`src/rtl/frogger_game_ctrl.sv`:
```
`default_nettype none
// ============================================================================
// Module      : frogger_game_ctrl
// Description : Game sequencer for the 8x8 Frogger display. Scrolls six
//               traffic lanes, merges them with the frog bitmap, detects
//               collisions and goal arrival, tracks lives and score, and
//               drives the composed display rows including the HIT, WIN
//               and OVER animations.
// Revision    : 1.0 - initial release
// ============================================================================
module frogger_game_ctrl #(
  parameter int SCROLL_DIV = 12500000,
  parameter int BLINK_DIV  = 6250000,
  parameter int LIVES      = 3
) (
  input  logic       clk,
  input  logic       reset,
  input  logic       move_tick,
  input  logic [7:0] frog_0,
  input  logic [7:0] frog_1,
  input  logic [7:0] frog_2,
  input  logic [7:0] frog_3,
  input  logic [7:0] frog_4,
  input  logic [7:0] frog_5,
  input  logic [7:0] frog_6,
  input  logic [7:0] frog_7,
  output logic       frog_reset,
  output logic [7:0] fila_0,
  output logic [7:0] fila_1,
  output logic [7:0] fila_2,
  output logic [7:0] fila_3,
  output logic [7:0] fila_4,
  output logic [7:0] fila_5,
  output logic [7:0] fila_6,
  output logic [7:0] fila_7,
  output logic [1:0] lives,
  output logic [3:0] score,
  output logic [2:0] state
);

  localparam int SCW = (SCROLL_DIV > 1) ? $clog2(SCROLL_DIV) : 1;
  localparam int BCW = (BLINK_DIV > 1) ? $clog2(BLINK_DIV) : 1;
  localparam logic [SCW-1:0] SCROLL_LAST = SCW'(SCROLL_DIV - 1);
  localparam logic [BCW-1:0] BLINK_LAST  = BCW'(BLINK_DIV - 1);
  localparam logic [1:0]     LIVES_INIT  = 2'(LIVES);
  localparam logic [7:0]     LANE_INIT [1:6] = '{8'hC0, 8'h18, 8'h88, 8'h60, 8'h03, 8'h90};

  typedef enum logic [2:0] {
    S_IDLE = 3'd0,
    S_PLAY = 3'd1,
    S_HIT  = 3'd2,
    S_WIN  = 3'd3,
    S_OVER = 3'd4
  } state_t;

  state_t         cur_state, nxt_state;
  logic [7:0]     lane      [1:6];
  logic [7:0]     lane_row  [0:7];
  logic [7:0]     frog      [0:7];
  logic [7:0]     frame_nxt [0:7];
  logic [7:0]     frame     [0:7];
  logic [SCW-1:0] scroll_cnt;
  logic [BCW-1:0] blink_cnt;
  logic [1:0]     phase;
  logic           scroll_tick;
  logic           anim_last;
  logic           hit;
  logic           goal;

  assign frog = '{frog_0, frog_1, frog_2, frog_3, frog_4, frog_5, frog_6, frog_7};

  assign scroll_tick = (cur_state == S_PLAY) && (scroll_cnt == SCROLL_LAST);
  // Last cycle of the fourth half-phase (A,B,A,B) of an animation.
  assign anim_last   = (phase == 2'd3) && (blink_cnt == BLINK_LAST);
  assign goal        = |frog_0;

  // Full 8-row lane view; the goal row and the start row never carry traffic.
  always_comb begin
    lane_row[0] = 8'h00;
    lane_row[7] = 8'h00;
    for (int i = 1; i <= 6; i++) lane_row[i] = lane[i];
  end

  // Collision: any frog pixel sitting on a lane pixel in the same row.
  always_comb begin
    hit = 1'b0;
    for (int i = 0; i < 8; i++) hit = hit | (|(frog[i] & lane_row[i]));
  end

  // State register.
  always_ff @(posedge clk) begin
    if (reset) cur_state <= S_IDLE;
    else       cur_state <= nxt_state;
  end

  // Next-state logic; a collision outranks reaching the goal.
  always_comb begin
    nxt_state = cur_state;
    case (cur_state)
      S_IDLE: if (move_tick) nxt_state = S_PLAY;
      S_PLAY: begin
        if (hit)       nxt_state = S_HIT;
        else if (goal) nxt_state = S_WIN;
      end
      S_HIT:  if (anim_last) nxt_state = (lives == 2'd1) ? S_OVER : S_PLAY;
      S_WIN:  if (anim_last) nxt_state = S_PLAY;
      S_OVER: if (move_tick) nxt_state = S_IDLE;
      default: nxt_state = S_IDLE;
    endcase
  end

  // Scroll timer: runs only in PLAY, restarts when a new game begins.
  always_ff @(posedge clk) begin
    if (reset)                                           scroll_cnt <= '0;
    else if (cur_state == S_IDLE && nxt_state == S_PLAY) scroll_cnt <= '0;
    else if (scroll_tick)                                scroll_cnt <= '0;
    else if (cur_state == S_PLAY)                        scroll_cnt <= scroll_cnt + 1'b1;
  end

  // Lane contents: odd lanes rotate left, even lanes rotate right.
  always_ff @(posedge clk) begin
    if (reset || (cur_state == S_OVER && move_tick)) begin
      for (int i = 1; i <= 6; i++) lane[i] <= LANE_INIT[i];
    end else if (scroll_tick) begin
      for (int i = 1; i <= 6; i++) begin
        if (i % 2 == 1) lane[i] <= {lane[i][6:0], lane[i][7]};
        else            lane[i] <= {lane[i][0], lane[i][7:1]};
      end
    end
  end

  // Animation timer: half-phase counter plus phase index, idle outside HIT/WIN.
  always_ff @(posedge clk) begin
    if (reset || !(cur_state == S_HIT || cur_state == S_WIN)) begin
      blink_cnt <= '0;
      phase     <= 2'd0;
    end else if (blink_cnt == BLINK_LAST) begin
      blink_cnt <= '0;
      phase     <= phase + 2'd1;
    end else begin
      blink_cnt <= blink_cnt + 1'b1;
    end
  end

  // Lives, score and frog-return pulse, applied when an animation completes.
  always_ff @(posedge clk) begin
    if (reset) begin
      lives      <= LIVES_INIT;
      score      <= 4'd0;
      frog_reset <= 1'b0;
    end else begin
      frog_reset <= 1'b0;
      if (cur_state == S_HIT && anim_last) begin
        lives      <= lives - 2'd1;
        frog_reset <= 1'b1;
      end
      if (cur_state == S_WIN && anim_last) begin
        if (score != 4'd15) score <= score + 4'd1;
        frog_reset <= 1'b1;
      end
      if (cur_state == S_OVER && move_tick) begin
        lives <= LIVES_INIT;
        score <= 4'd0;
      end
    end
  end

  // Frame composition for the current state and animation phase.
  always_comb begin
    for (int i = 0; i < 8; i++) begin
      frame_nxt[i] = lane_row[i] | frog[i];
      case (cur_state)
        S_HIT:  frame_nxt[i] = phase[0] ? lane_row[i] : 8'hFF;
        S_WIN:  if (!phase[0]) frame_nxt[i] = (i == 0) ? 8'hFF : 8'h00;
        S_OVER: frame_nxt[i] = (8'h01 << i) | (8'h80 >> i);
        default: ;
      endcase
    end
  end

  // Registered frame, one cycle behind lanes/frog/state.
  always_ff @(posedge clk) begin
    if (reset) begin
      for (int i = 0; i < 8; i++) frame[i] <= 8'h00;
    end else begin
      for (int i = 0; i < 8; i++) frame[i] <= frame_nxt[i];
    end
  end

  assign fila_0 = frame[0];
  assign fila_1 = frame[1];
  assign fila_2 = frame[2];
  assign fila_3 = frame[3];
  assign fila_4 = frame[4];
  assign fila_5 = frame[5];
  assign fila_6 = frame[6];
  assign fila_7 = frame[7];
  assign state  = cur_state;

endmodule
`default_nettype wire
```
`config.mk`:
```
export PLATFORM = sky130hd
export DESIGN_NAME = frogger_game_ctrl
export DESIGN_NICKNAME = d
export VERILOG_FILES = /design/src/rtl/frogger_game_ctrl.sv
export SDC_FILE = /design/constraint.sdc
export NUM_CORES = 1
export LEC_CHECK = 0
export ABC_AREA = 1
export BUFFER_PORTS_ARGS = -buffer_cell sky130_fd_sc_hd__buf_2
export CORE_AREA = 4 4 121 123
export DETAILED_ROUTE_END_ITERATION = 7
export DIE_AREA = 0 0 125 127
export PLACE_DENSITY_LB_ADDON = 0.05
export SYNTH_ARGS = -nofsm -noshare
export SYNTH_HDL_FRONTEND = slang
export SYNTH_SLANG_ARGS = --single-unit
```
`constraint.sdc`:
```
create_clock -name clk -period 5.5 [get_ports clk]
set_input_delay 0.55 -clock clk [delete_from_list [all_inputs] [get_ports clk]]
set_output_delay 0.55 -clock clk [all_outputs]
set_load 0.02 [all_outputs]
```
# Word-level counts from Yosys, hierarchy flattened
# Memory sizes are Yosys's and may differ from the RTL's.
# Cells that the tools add are included.
# W data, S select, Z words.
# totals
mem_count	2
reg_bits	59
output_inout_bits	74
mem_bits_rw	112
word_cells	132
# memory_table
name	words	width	rd	rd_ports_with_merged_regs	wr	line	rtl
frame	8	8	8	0	8	61	logic [7:0] frame [0:7];
lane	6	8	6	0	6	57	logic [7:0] lane [1:6];
# classes
mux	55
n_eq_ne	10
bitwise	31
n_reduce_logical	22
addsub	5
# ops
cell	count
$mux W8	29
$pmux W8 S3	8
$reduce_or A8 Y1	7
$and A8 B8 Y8	6
$or A8 B8 Y8	6
$add A24 B1 Y24 const B	1
$eq A24 B24 Y1 const B	1
$add A23 B1 Y23 const B	1
$eq A23 B23 Y1 const B	1
$mux W3	7
$or A1 B1 Y1	19
$pmux W3 S5	1
$mux W1	10
$eq A3 B1 Y1 const B	2
$eq A3 B2 Y1 const B	2
$logic_and A1 B1 Y1	6
$add A4 B1 Y4 const B	1
$ne A4 B4 Y1 const B	1
$reduce_or A2 Y1	2
$eq A3 B3 Y1 const B	1
$logic_not A3 Y1	1
$logic_or A1 B1 Y1	3
$reduce_or A3 Y1	1
$add A2 B1 Y2 const B	1
5 further kinds	5

# Longest topological paths before layout
# An unclocked memory read counts as a cell.
# logic_depth
word_depth	13
ltp_mapped	11

# Least setup slack after synthesis
# OpenSTA, ideal clock, no wires.
# synth_timing
kind	input -> register
startpoint	input port reset
endpoint	register, netlist name lane[0][10]
setup_slack_ns	2.504
required_time_ns	4.793
path_stages	4
setup_ns	0.707
n_path_buf	2
arrival_time_ns	2.289
cell_sequence	clkbuf_1 > inv_2 > buf_1 > nand3_1
# synth_lines
item	line	rtl
start: declaration	17	input logic reset,

==> impl_metrics.yaml <==
min_path:
  hold_path.class: "in2reg"
clock_tree:
  cts_buffer_depth: 2
  cts_resized: 0
  htree_levels: 4
  postCtsSetupRepairBufs: 0
  numCtsBuffers: 17
  cts.reportedPaths.clkPinSlew_ns: 0.06
  cts_tree: "yes"
  clk_latency_ns: 0.43
  ctsRootBufferMaster: "clkbuf_16"
  postCtsHoldBufs: 0
  cts_sinks: 171
routing:
  wire_per_inst_um: 14.2
  viasPerCell: 5.13
  drtIter0Drc: 601
  dr.pass1.iters: 5
  num_vias: 7016
  detail-route-antenna-nets: 0
  drc_errors: 0
  routed_wl_um: 19400
critical_path:
  worstPathArrival_ns: 3.42
  cp_cell_sequence: "inv_1, nand2_1, nand2_2, inv_1, a21oi_1, a21oi_2"
  start_kind: "flop"
  critPathSlowestCell: "inv_1"
  crit_fanout: 40
  crit_required_ns: 5.79
  cp_common_cell: "inv_1"
  crit_path_end_kind: "flop"
  path_class: "reg2reg"
  cpPeakStageDelay_ns: 0.84
pwr:
  comb_power_share_pct: 12.5
  p_int_w: 0.00218
  p_switching_w: 0.000748
  p_sw_share_pct: 25.6
  power.density_cell_area_mw_per_mm2: 314
  irDropWorstVdd_v: 0.000219
  power_leakage_nw: 4.16
  power.share.clock_pct: 39.9
  seq_power_share_pct: 47.7
timing:
  setup_violations: 0
  rsz0062_at_grt: "no"
  min_period_over_period_pct: 57.0
  slew_headroom_pct: 23.1
  final-hold-violation-count: 0
  period_needed_ns: 3.13
  tightest_slew_ns: 1.15
  finClkSkew_ns: 0.00702
  tns_ns: 0
  fmax_mhz: 319
  drv_slew: 0
status:
  status: "complete, no violations"
logic_synthesis:
  synthesis.area_mm2: 0.00800
  synth_cells: 1045
  yosysTopAreaCell: "dfxtp_1"
  seq_area_frac_synth_pct: 48.8
  syn_area_per_cell_um2: 7.65
  synth_warnings: 0
  synthTopCellsByArea: "dfxtp_1, edfxtp_1, nand2_1"
  synth_top_area_share_pct: 30.8
  synth-seq-cells: 171
  synth_nets: 1117
  netlist-cell-type-count: 42
grt:
  grt_pass1_vias: 6450
  gr-total-overflow: 0
  grt_pass1_wl_um: 31400
  grt_use_total_pct: 24.6
  grt_start_max_net_pins: 49
  antenna_found_initial: 1
die:
  fp-row-count: 43
  die_area_mm2: 0.0159
  die_w_um: 125
  chipHeight_um: 127
  start_util_pct: 58.5
  core_area_mm2: 0.0137
  io_pins: 141
cells_and_area:
  fillers: 1187
  drive_gt1_share_pct: 19.6
  diodes: 0
  seqCellArea_mm2: 0.00390
  final_nets: 1246
  area_growth_pct: 16.5
  utilization_pct: 68.2
  multi_input_area_mm2: 0.00340
run:
  maxCapViolCount: 0
placed_design:
  io_buffers: 140
  dp_hpwl_um: 13800
  gp_congestion: 0.873
==> cells in the mapped netlist (all sizes together) <==
master	n
nand4	25
nand3b	3
or2	16
nand3	36
clkbuf	9
nor3b	7
nor2	187
buf	23
clkinv	1
o211ai	1
nor3	19
xor2	15
dfxtp	123
inv	131
xnor2	5
edfxtp	48
nand2	245
a22oi	1
a21oi	61
o21ai	80
a211oi	1
ha	5
o21a	1
a31oi	1
o31ai	1
==> area by class of cell <==
| cell class | count | area share, % |
|---|---|---|
| multi-input cells | 710 | 36.5 |
| inverters | 132 | 5.32 |
| well taps | 180 | 2.42 |
| clock buffers | 23 | 5.13 |
| clock inverters | 9 | 1.01 |
| flip-flops and latches | 171 | 41.9 |
| repair buffers | 142 | 7.68 |
==> layout by cell type (no fill, tap or decap), types with 3 or more instances in the layout <==
cell	n
a21oi_1	51
nand3b_1	3
dfxtp_1	123
o21ai_0	47
nand2_1	231
clkinv_2	3
nand3_2	4
clkbuf_16	17
inv_1	121
nor2_4	3
clkinv_1	4
nor2_2	17
clkbuf_1	3
or2_2	3
nor3_1	17
inv_2	10
nor2_1	167
o21ai_1	33
buf_2	140
clkbuf_8	3
xnor2_1	5
nand3_1	32
nand2_2	12
or2_1	12
nor3b_1	6
nand4_1	24
a21oi_2	10
ha_1	5
edfxtp_1	48
xor2_1	15
==> logic make-up after synthesis <==
logic type,Yosys count,synth area share (%)
and+or+nand+nor,538,29.7
buffers and inverters,164,8.70
xor gates and xnor gates,20,2.19
adders and majority gates,5,0.782
AOI/OAI and AO/OA,147,9.84
DFF,171,48.8
==> layer usage <==
layer	part of all wire, %	wire length, um	global-route usage [%]
met1	44	8490	32.1
met2	48	9250	40.6
met3	6.2	1210	5.14
met4	2.1	404	9.31
met5	0.067	13	0
==> metrics by stage <==
step | cells | hold WS, ns | cell area (um2) | setup WS, ns | total power, W
final | 1367 | 0.356 | 9320 | 2.37 | 0.00292
after global routing | 1367 | 0.344 | 9320 | 2.05 | 0.00303
after CTS | 1367 | 0.339 | 9320 | 2.35 | 0.00294
after detailed placement | 1335 | 0.471 | 8740 | 1.89 | 0.00178
after global placement | 1335 | 0.459 | 8740 | 1.95 | 0.00178
after floorplan | 1045 | 0.441 | 8000 | 2.50 | 0.00167
==> state kept, by name, summed over array words and instances, names as in the netlist <==
register and count:
frog_reset 1, phase 2, state 3, lane 48
frame 64, lives 2, scroll_cnt 24, score 4
blink_cnt 23
==> worst paths after layout <==
check / from / endpoint / slack [ns] / cells past startpoint
setup / recovery: phase[0] / frame[4][3] / 2.37 / 6
setup reg to reg: phase[0] / frame[4][3] / 2.37 / 6
hold / removal: frog_7[5] / frame[7][5] / 0.36 / 3
hold reg to reg: blink_cnt[0] / blink_cnt[0] / 0.48 / 1
==> power by group through the flow <==
stage / Combinational [W] / Clock, W / Sequential, W
2_1_floorplan: 0.000181 / 0 / 0.00148
3_3_place_gp: 0.000358 / 0 / 0.00142
3_5_place_dp: 0.000364 / 0 / 0.00142
4_1_cts: 0.000365 / 0.00118 / 0.00139
5_1_grt: 0.000400 / 0.00123 / 0.00140
6_report: 0.000364 / 0.00117 / 0.00139
==> critical path, delay by kind of cell, from the launching register on <==
kind            cells  cell delay [ns]
simple gates        2             0.80
compound gates      2             0.41
flops               1             0.34
buf+inv             2             1.44
No activity file was read; power rests on OpenSTA's default activity.
